<file path="src/rtl/wb_regfile.sv">
// Writeback stage: load formatting, writeback mux, x1..x31 register file and instret counter.
// Ports: clk_i, rst_ni (async, active-low); instr_WB, aludata_WB, lddata_WB, pcfour_WB,
//   WBSel_WB, RegWEn_WB (writeback controls); rs1/rs2_addr_i -> rs1/rs2_data_o (reads);
//   wbdata_o (selected writeback value); instret_o (64-bit retired count).
// Option: define WB_BYPASS_EN to forward wbdata_o to a read port addressing the rd being written.
module wb_regfile (
    input  logic        clk_i,
    input  logic        rst_ni,
    input  logic [31:0] instr_WB,
    input  logic [31:0] aludata_WB,
    input  logic [31:0] lddata_WB,
    input  logic [31:0] pcfour_WB,
    input  logic [1:0]  WBSel_WB,
    input  logic        RegWEn_WB,
    input  logic [4:0]  rs1_addr_i,
    input  logic [4:0]  rs2_addr_i,
    output logic [31:0] rs1_data_o,
    output logic [31:0] rs2_data_o,
    output logic [31:0] wbdata_o,
    output logic [63:0] instret_o
);

    localparam logic [31:0] BUBBLE = 32'h0000_0013;

    localparam logic [2:0] F3_LB  = 3'b000;
    localparam logic [2:0] F3_LH  = 3'b001;
    localparam logic [2:0] F3_LW  = 3'b010;
    localparam logic [2:0] F3_LBU = 3'b100;
    localparam logic [2:0] F3_LHU = 3'b101;

    logic [4:0]  rd;
    logic [2:0]  funct3;
    logic [1:0]  off;
    logic [7:0]  ld_byte;
    logic [15:0] ld_half;
    logic [31:0] ld_fmt;
    logic [31:0] wbdata;
    logic        wr_en;
    logic [31:0] rf_rd1;
    logic [31:0] rf_rd2;
    logic [63:0] instret_q;

    // Entry 0 is never written, so it stays at its reset value of zero.
    logic [31:0] rf_q [32];

    assign rd     = instr_WB[11:7];
    assign funct3 = instr_WB[14:12];
    assign off    = aludata_WB[1:0];

    // Byte lane picked by the low address bits of the aligned word.
    always_comb begin
        ld_byte = lddata_WB[7:0];
        case (off)
            2'b00: ld_byte = lddata_WB[7:0];
            2'b01: ld_byte = lddata_WB[15:8];
            2'b10: ld_byte = lddata_WB[23:16];
            2'b11: ld_byte = lddata_WB[31:24];
            default: ld_byte = lddata_WB[7:0];
        endcase
    end

    // Halfword lane uses off[1] only; off[0] is ignored and never traps.
    assign ld_half = off[1] ? lddata_WB[31:16] : lddata_WB[15:0];

    always_comb begin
        ld_fmt = lddata_WB;
        case (funct3)
            F3_LB:   ld_fmt = {{24{ld_byte[7]}}, ld_byte};
            F3_LH:   ld_fmt = {{16{ld_half[15]}}, ld_half};
            F3_LW:   ld_fmt = lddata_WB;
            F3_LBU:  ld_fmt = {24'h0, ld_byte};
            F3_LHU:  ld_fmt = {16'h0, ld_half};
            default: ld_fmt = lddata_WB;
        endcase
    end

    always_comb begin
        wbdata = aludata_WB;
        case (WBSel_WB)
            2'b00:   wbdata = ld_fmt;
            2'b01:   wbdata = aludata_WB;
            2'b10:   wbdata = pcfour_WB;
            2'b11:   wbdata = aludata_WB;
            default: wbdata = aludata_WB;
        endcase
    end

    assign wbdata_o = wbdata;

    // Writes to x0 are dropped here so the forwarding path never sees rd = 0.
    assign wr_en = RegWEn_WB && (rd != 5'd0);

    always_ff @(posedge clk_i or negedge rst_ni) begin
        if (!rst_ni) begin
            for (int i = 0; i < 32; i++) begin
                rf_q[i] <= 32'h0;
            end
        end else if (wr_en) begin
            rf_q[rd] <= wbdata;
        end
    end

    assign rf_rd1 = (rs1_addr_i == 5'd0) ? 32'h0 : rf_q[rs1_addr_i];
    assign rf_rd2 = (rs2_addr_i == 5'd0) ? 32'h0 : rf_q[rs2_addr_i];

`ifdef WB_BYPASS_EN
    assign rs1_data_o = (wr_en && (rs1_addr_i == rd)) ? wbdata : rf_rd1;
    assign rs2_data_o = (wr_en && (rs2_addr_i == rd)) ? wbdata : rf_rd2;
`else
    assign rs1_data_o = rf_rd1;
    assign rs2_data_o = rf_rd2;
`endif

    // Every non-bubble instruction retires, whether or not it writes a register.
    always_ff @(posedge clk_i or negedge rst_ni) begin
        if (!rst_ni) begin
            instret_q <= 64'h0;
        end else if (instr_WB != BUBBLE) begin
            instret_q <= instret_q + 64'd1;
        end
    end

    assign instret_o = instret_q;

endmodule

</file>
<file path="config.mk">
export PLATFORM = sky130hd
export DESIGN_NAME = wb_regfile
export DESIGN_NICKNAME = d
export VERILOG_FILES = /design/src/rtl/wb_regfile.sv
export SDC_FILE = /design/constraint.sdc
export NUM_CORES = 2
export LEC_CHECK = 0
export ABC_AREA = 0
export ABC_CLOCK_PERIOD_IN_PS = 2870
export CORE_MARGIN = 3
export CORE_UTILIZATION = 61
export CTS_CLUSTER_DIAMETER = 100
export CTS_CLUSTER_SIZE = 10
export DETAILED_ROUTE_END_ITERATION = 10
export PLACE_DENSITY = 0.81
export SLEW_MARGIN = 10
export SYNTH_ARGS = -nofsm -noshare
export SYNTH_HDL_FRONTEND = slang
export SYNTH_SLANG_ARGS = --single-unit
export TNS_END_PERCENT = 10
</file>
<file path="constraint.sdc">
create_clock -name clk_i -period 2.87 [get_ports clk_i]
set_input_delay 0.287 -clock clk_i [delete_from_list [all_inputs] [get_ports clk_i]]
set_output_delay 0.287 -clock clk_i [all_outputs]
set_load 0.005 [all_outputs]
</file>
Yosys cells after proc, flatten, opt, wreduce, memory -nomap -nowiden
Index checks and enable logic that the tools add are counted.
- $add $sub $neg: 1
- bitwise operators: 3
- equal/unequal tests: 10
- muxes and demuxes: 15
- $lt $le $gt $ge: 4
- reductions and logical operators: 9
- operators with widths (kind ; number):
    $bwmux 1024 ; 1
    $bmux 32 s5 ; 2
    $mux 32 ; 7
    $demux 32 s5 ; 1
    $pmux 32 s4 ; 1
    $pmux 32 s3 ; 1
    $add 64x1->64 const B ; 1
    $ne 32x5->1 const B ; 1
    $pmux 8 s4 ; 1
    $ge 6x6->1 const B ; 3
    $not 5->6 ; 3
    $mux 16 ; 1
    $logic_not 5->1 ; 2
    $eq 2x2->1 const B ; 4
    $eq 3x3->1 const B ; 2
    $lt 6x1->1 const B ; 1
    $reduce_bool 5->1 ; 1
    $eq 2x1->1 const B ; 2
    $logic_not 2->1 ; 2
    $eq 3x1->1 const B ; 1
    $logic_not 3->1 ; 1
    $logic_and 1x1->1 ; 2
    $reduce_or 2->1 ; 1
- input port bits: 143
- output and inout bits: 160
- register bits after elaboration: 1088

Depth between registers and ports, before layout
- word-level depth: 6
- mapped depth: 10

Least setup slack after synthesis
OpenSTA, ideal clock, no wires.
- kind: input-to-output
- start point: in rs2_addr_i[0]
- end point: out rs2_data_o[11]
- arrival time: 2137 ps
- buffers on the path: 3
- stages: 7
- setup slack: 446 ps
- cell sequence: clkbuf_1 -> buf_2 -> buf_2 -> mux4_2 -> mux4_2 -> nand2_1 -> o21ai_0
- cells in the longest elaborated chain, start to end: 5
- elaborated cells between the ends (all ways): 6
- those cells by class: mux (4); bitwise (1); reduce/logical (1)
- RTL lines (element ; line ; text):
    start, declared ; 16 ; input logic [4:0] rs2_addr_i,
    $not 5->6 (implied by the code) ; 104 ; assign rf_rd2 = (rs2_addr_i == 5'd0) ? 32'h0 : rf_q[rs2_addr_i];
    $bmux 32 s5 ; 104 ;
    $mux 32 (implied by the code) (2 in series) ; 104 ;
    $mux 32 (*) ; 104 ;
    end, declared ; 18 ; output logic [31:0] rs2_data_o,
Every way passes the cells marked *; elsewhere a longest branch is shown, timed or not. The select of a mux whose other input is x is not followed.

Worst setup path in the final report
- start point: reg rf_q[62] (netlist name)
- end point: out rs1_data_o[30]
- cells in the longest elaborated chain, start to end: 4
- RTL lines (element ; line ; text):
    start, declared ; 44 ; logic [31:0] rf_q [32];
    start signal, assigned by index ; 99 ; rf_q[rd] <= wbdata;
    $bmux 32 s5 ; 103 ; assign rf_rd1 = (rs1_addr_i == 5'd0) ? 32'h0 : rf_q[rs1_addr_i];
    $mux 32 (implied by the code) (2 in series) ; 103 ;
    $mux 32 ; 103 ;
    end, declared ; 17 ; output logic [31:0] rs1_data_o,
Every way passes these cells. The select of a mux whose other input is x is not followed.

==> summary.txt <==
Synth
  – Synth Flop Type: dfrtp_1
  – Most frequent cell after synthesis: dfrtp_1
  – Yosys warning total: 0
  – Synthesized area: 56700 um2
  – Top-area cell type share of the netlist area: 48.0%
  – Area contributors post-synth: dfrtp_1 48%, mux4_2 22%, a21oi_1 6.7%
  – Synth cell types: 54
  – Flops & latches, synth: 1088
  – Post-synthesis sequential area ratio: 48.0%
  – Synth area leader: dfrtp_1
  – Top post-synthesis cells by count: 1088 x dfrtp_1, 812 x nor2_1, 762 x a21oi_1
  – Synth Area per Inst: 11.2 um2
  – Number of flops mapped to enable cells by yosys: 0
  – Async set-or-reset flop fraction in the synthesized netlist: 100%
  – Net count after synthesis: 5189
  – Cells after Synth: 5045

Critical path
  – Crit-path most repeated cell: mux4_2
  – Flop2flop setup slack: 0.32 ns
  – FF-to-FF End: instret_o[40]
  – Max FO, Critical Path: 3
  – CP arrival: 2.74 ns
  – CP peak stage delay: 0.50 ns
  – Endpoint type of the worst setup path: primary output
  – Slowest stage cell on the critical path: mux4_2
  – Worst EP required: 2.58 ns
  – FF-to-FF path depth: 7
  – Reg-to-reg startpoint: instret_o[3]
  – Kind of critical path: flip-flop to primary output
  – Cell Chain, Critical Path: mux4_2, mux4_2, inv_2, a221oi_2, buf_4, dlygate4sd2_1
  – Critical Path Source Type: flip-flop

Global routing
  – GRT Max-Usage Layer: met2
  – Vias in the first global route: 49200
  – Met2 Use GR: 59.9%
  – Met3 global-route usage: 16.9%
  – Gr ovfl total: 0
  – Number of antenna violations at the first check in global routing: 14
  – All-Layer GR Usage: 40.2%
  – Met1 Resource Use GR: 49.4%
  – Largest net degree at the start of global routing: 116
  – Wire length of the first global-routing pass: 295000 um

Floorplan
  – Die W: 311 um
  – CORE AREA: 91900 um2
  – Standard-cell rows: 111
  – Die ar.: 96700 um2
  – Die height: 311 um
  – Initial Util: 61.7%
  – Ports: 303

Cells and area
  – Non-Filler Instances: 6655
  – Footprint of the multi-input gates: 27800 um2
  – Layout cells sized above 1: 26.4%
  – FF+latch area: 27200 um2
  – Fillers: 5407
  – Layout area overhead: 20.2%
  – Nets: 5545
  – Non-Filler Cell Area, Final: 68200 um2

Drt
  – Vias/cell: 7.19
  – DRT Wirelength: 195000 um
  – First DRT Iteration DRCs: 7375
  – Vias: 47900
  – Final ANT Viol Nets: 0
  – Drt pass-1 iters: 6
  – Drt drc: 0
  – Average routed wire per standard cell: 29.4 um

Outcome
  – Status: complete, but fails checks
  – Failing checks: negative setup slack

Timing
  – Final Hold Vio Count: 0
  – Part of the cycle the worst path needs: 106%
  – Final Max Tran Viols: 0
  – Final setup vio count: 22
  – Final WS setup: -0.158 ns
  – Achievable frequency: 330 MHz
  – Slew HR: 50.7%
  – Slew @ Worst Pin: 0.736 ns
  – Fin crit period: 3.03 ns
  – Final Skew: 0.0156 ns
  – RSZ-0062 raised after global routing: true

Pwr
  – Pwr dens: 697 nW/um2
  – Leak pwr: 0.0288 uW
  – Worst vdd ir: 540 uV

Place
  – Placed cell count: 6502
  – PortBufs: 302
  – DP Wirelength: 126000 um
  – GP Congestion: 1.01
  – Placement-stage cell area: 64500 um2

Clocking
  – Clock-pin slew on the worst setup and hold paths: 0.06 ns
  – Clk Latency, worst-skew pair: 0.70 ns
  – CTS root buffer: clkbuf_16
  – CTS tree: built
  – Clk sink count: 1088
  – Longest Clk Path Bufs: 3
  – H-tree depth: 3
  – Num CTS Buffers: 118

Hold path
  – Hold Path Class: primary input to async pin

Flow run
  – Max-cap violations: 0
[worst max path at each step]
stage	startpoint	endpoint	slack [ns]	cells after the start
after global routing	rf_q[414]	rs1_data_o[30]	-0.17	6
after floorplan	rs2_addr_i[0]	rs2_data_o[11]	0.45	7
after global placement	aludata_WB[1]	wbdata_o[23]	-0.30	10
after detailed placement	aludata_WB[1]	wbdata_o[23]	-0.35	10
final	rf_q[62]	rs1_data_o[30]	-0.16	6
after CTS	rf_q[136]	rs1_data_o[8]	-0.18	5
[layer usage]
layer / vias up / part of all wire (%)
met4: 16 / 6.8
met2: 4268 / 45
met3: 1150 / 16
met5: - / 0.095
li1: 18900 / -
met1: 23500 / 32
[power breakdown]
group	internal (uW)	switching (uW)	total (uW)
Clock	7250	5980	13200
Sequential	18700	2880	21600
Combinational	6680	6080	12800
Total	32600	14900	47600
[repair_timing]
action | CTS | global route
hold buffers | 1 | 0
buffers inserted | 26 | 3
resized for setup | 263 | 86
hold endpoints to repair | 341 | 0
endpoints found under the setup margin | 95 | 75
gates cloned | 0 | 0
pin swaps | 20 | 18
[worst max-delay path, delay by kind of cell (launching register included)]
| kind | cells | cell delay [ns] |
|---|---|---|
| DFF | 1 | 0.40 |
| AOI/OAI and AO/OA | 1 | 0.10 |
| buffers and inverters | 3 | 0.55 |
| muxes | 2 | 0.98 |
[per-stage QoR]
step                      hold slack [ns]  setup WS [ns]  power (uW)  utilization [%]  TNS [ns]
after global routing                0.116         -0.169       49200             74.2     -1.91
after floorplan                  -0.00859          0.446       28500                -         0
after CTS                          0.0909         -0.184       46800             74.1     -1.53
final                              0.0835         -0.158       47600             74.2     -1.14
after global placement              0.229         -0.303       32400             70.2    -20.42
after detailed placement            0.230         -0.353       33400             70.2    -46.10
[layout by cell type (no fill, tap or decap), drive strengths merged, types with 3 or more instances in the layout]
cell	count
nand3	25
o221ai	25
dlygate4sd2	27
nor2	812
and3	11
mux2	46
buf	488
nor4	5
nor4b	5
nand4	24
nor3	38
or3	9
a211oi	11
mux2i	88
diode	8
xor2	20
clkbuf	140
or2	3
o21ai	293
a21oi	780
inv	103
clkdlybuf4s15	16
nor2b	8
nand2b	7
dfrtp	1088
and4	14
a221oi	61
mux4	555
clkdlybuf4s50	206
and2	7
nand2	393
a211o	13
o22ai	25
xnor2	43
[final cells by class]
class                           instances  area share (%)
Timing Repair Buffer                  760            11.9
Inverter                              102           0.565
Clock inverter                          3          0.0807
Tap cell                             1243            2.28
Clock buffer                          120            4.39
Antenna cell                            8          0.0294
Multi-Input combinational cell       3331            40.8
Sequential cell                      1088            39.9
[state kept, by name, summed over array words and instances (netlist names)]
name	cells
instret_o	64
rf_q	1024
[cells by family after synthesis]
logic type	synth area share, %
fa+ha+maj	0.0220
xor+xnor	0.972
flops	48.0
buf+inv	4.78
simple gates	9.81
mux	24.5
compound gates	11.9
No activity file was read; power rests on OpenSTA's default activity.
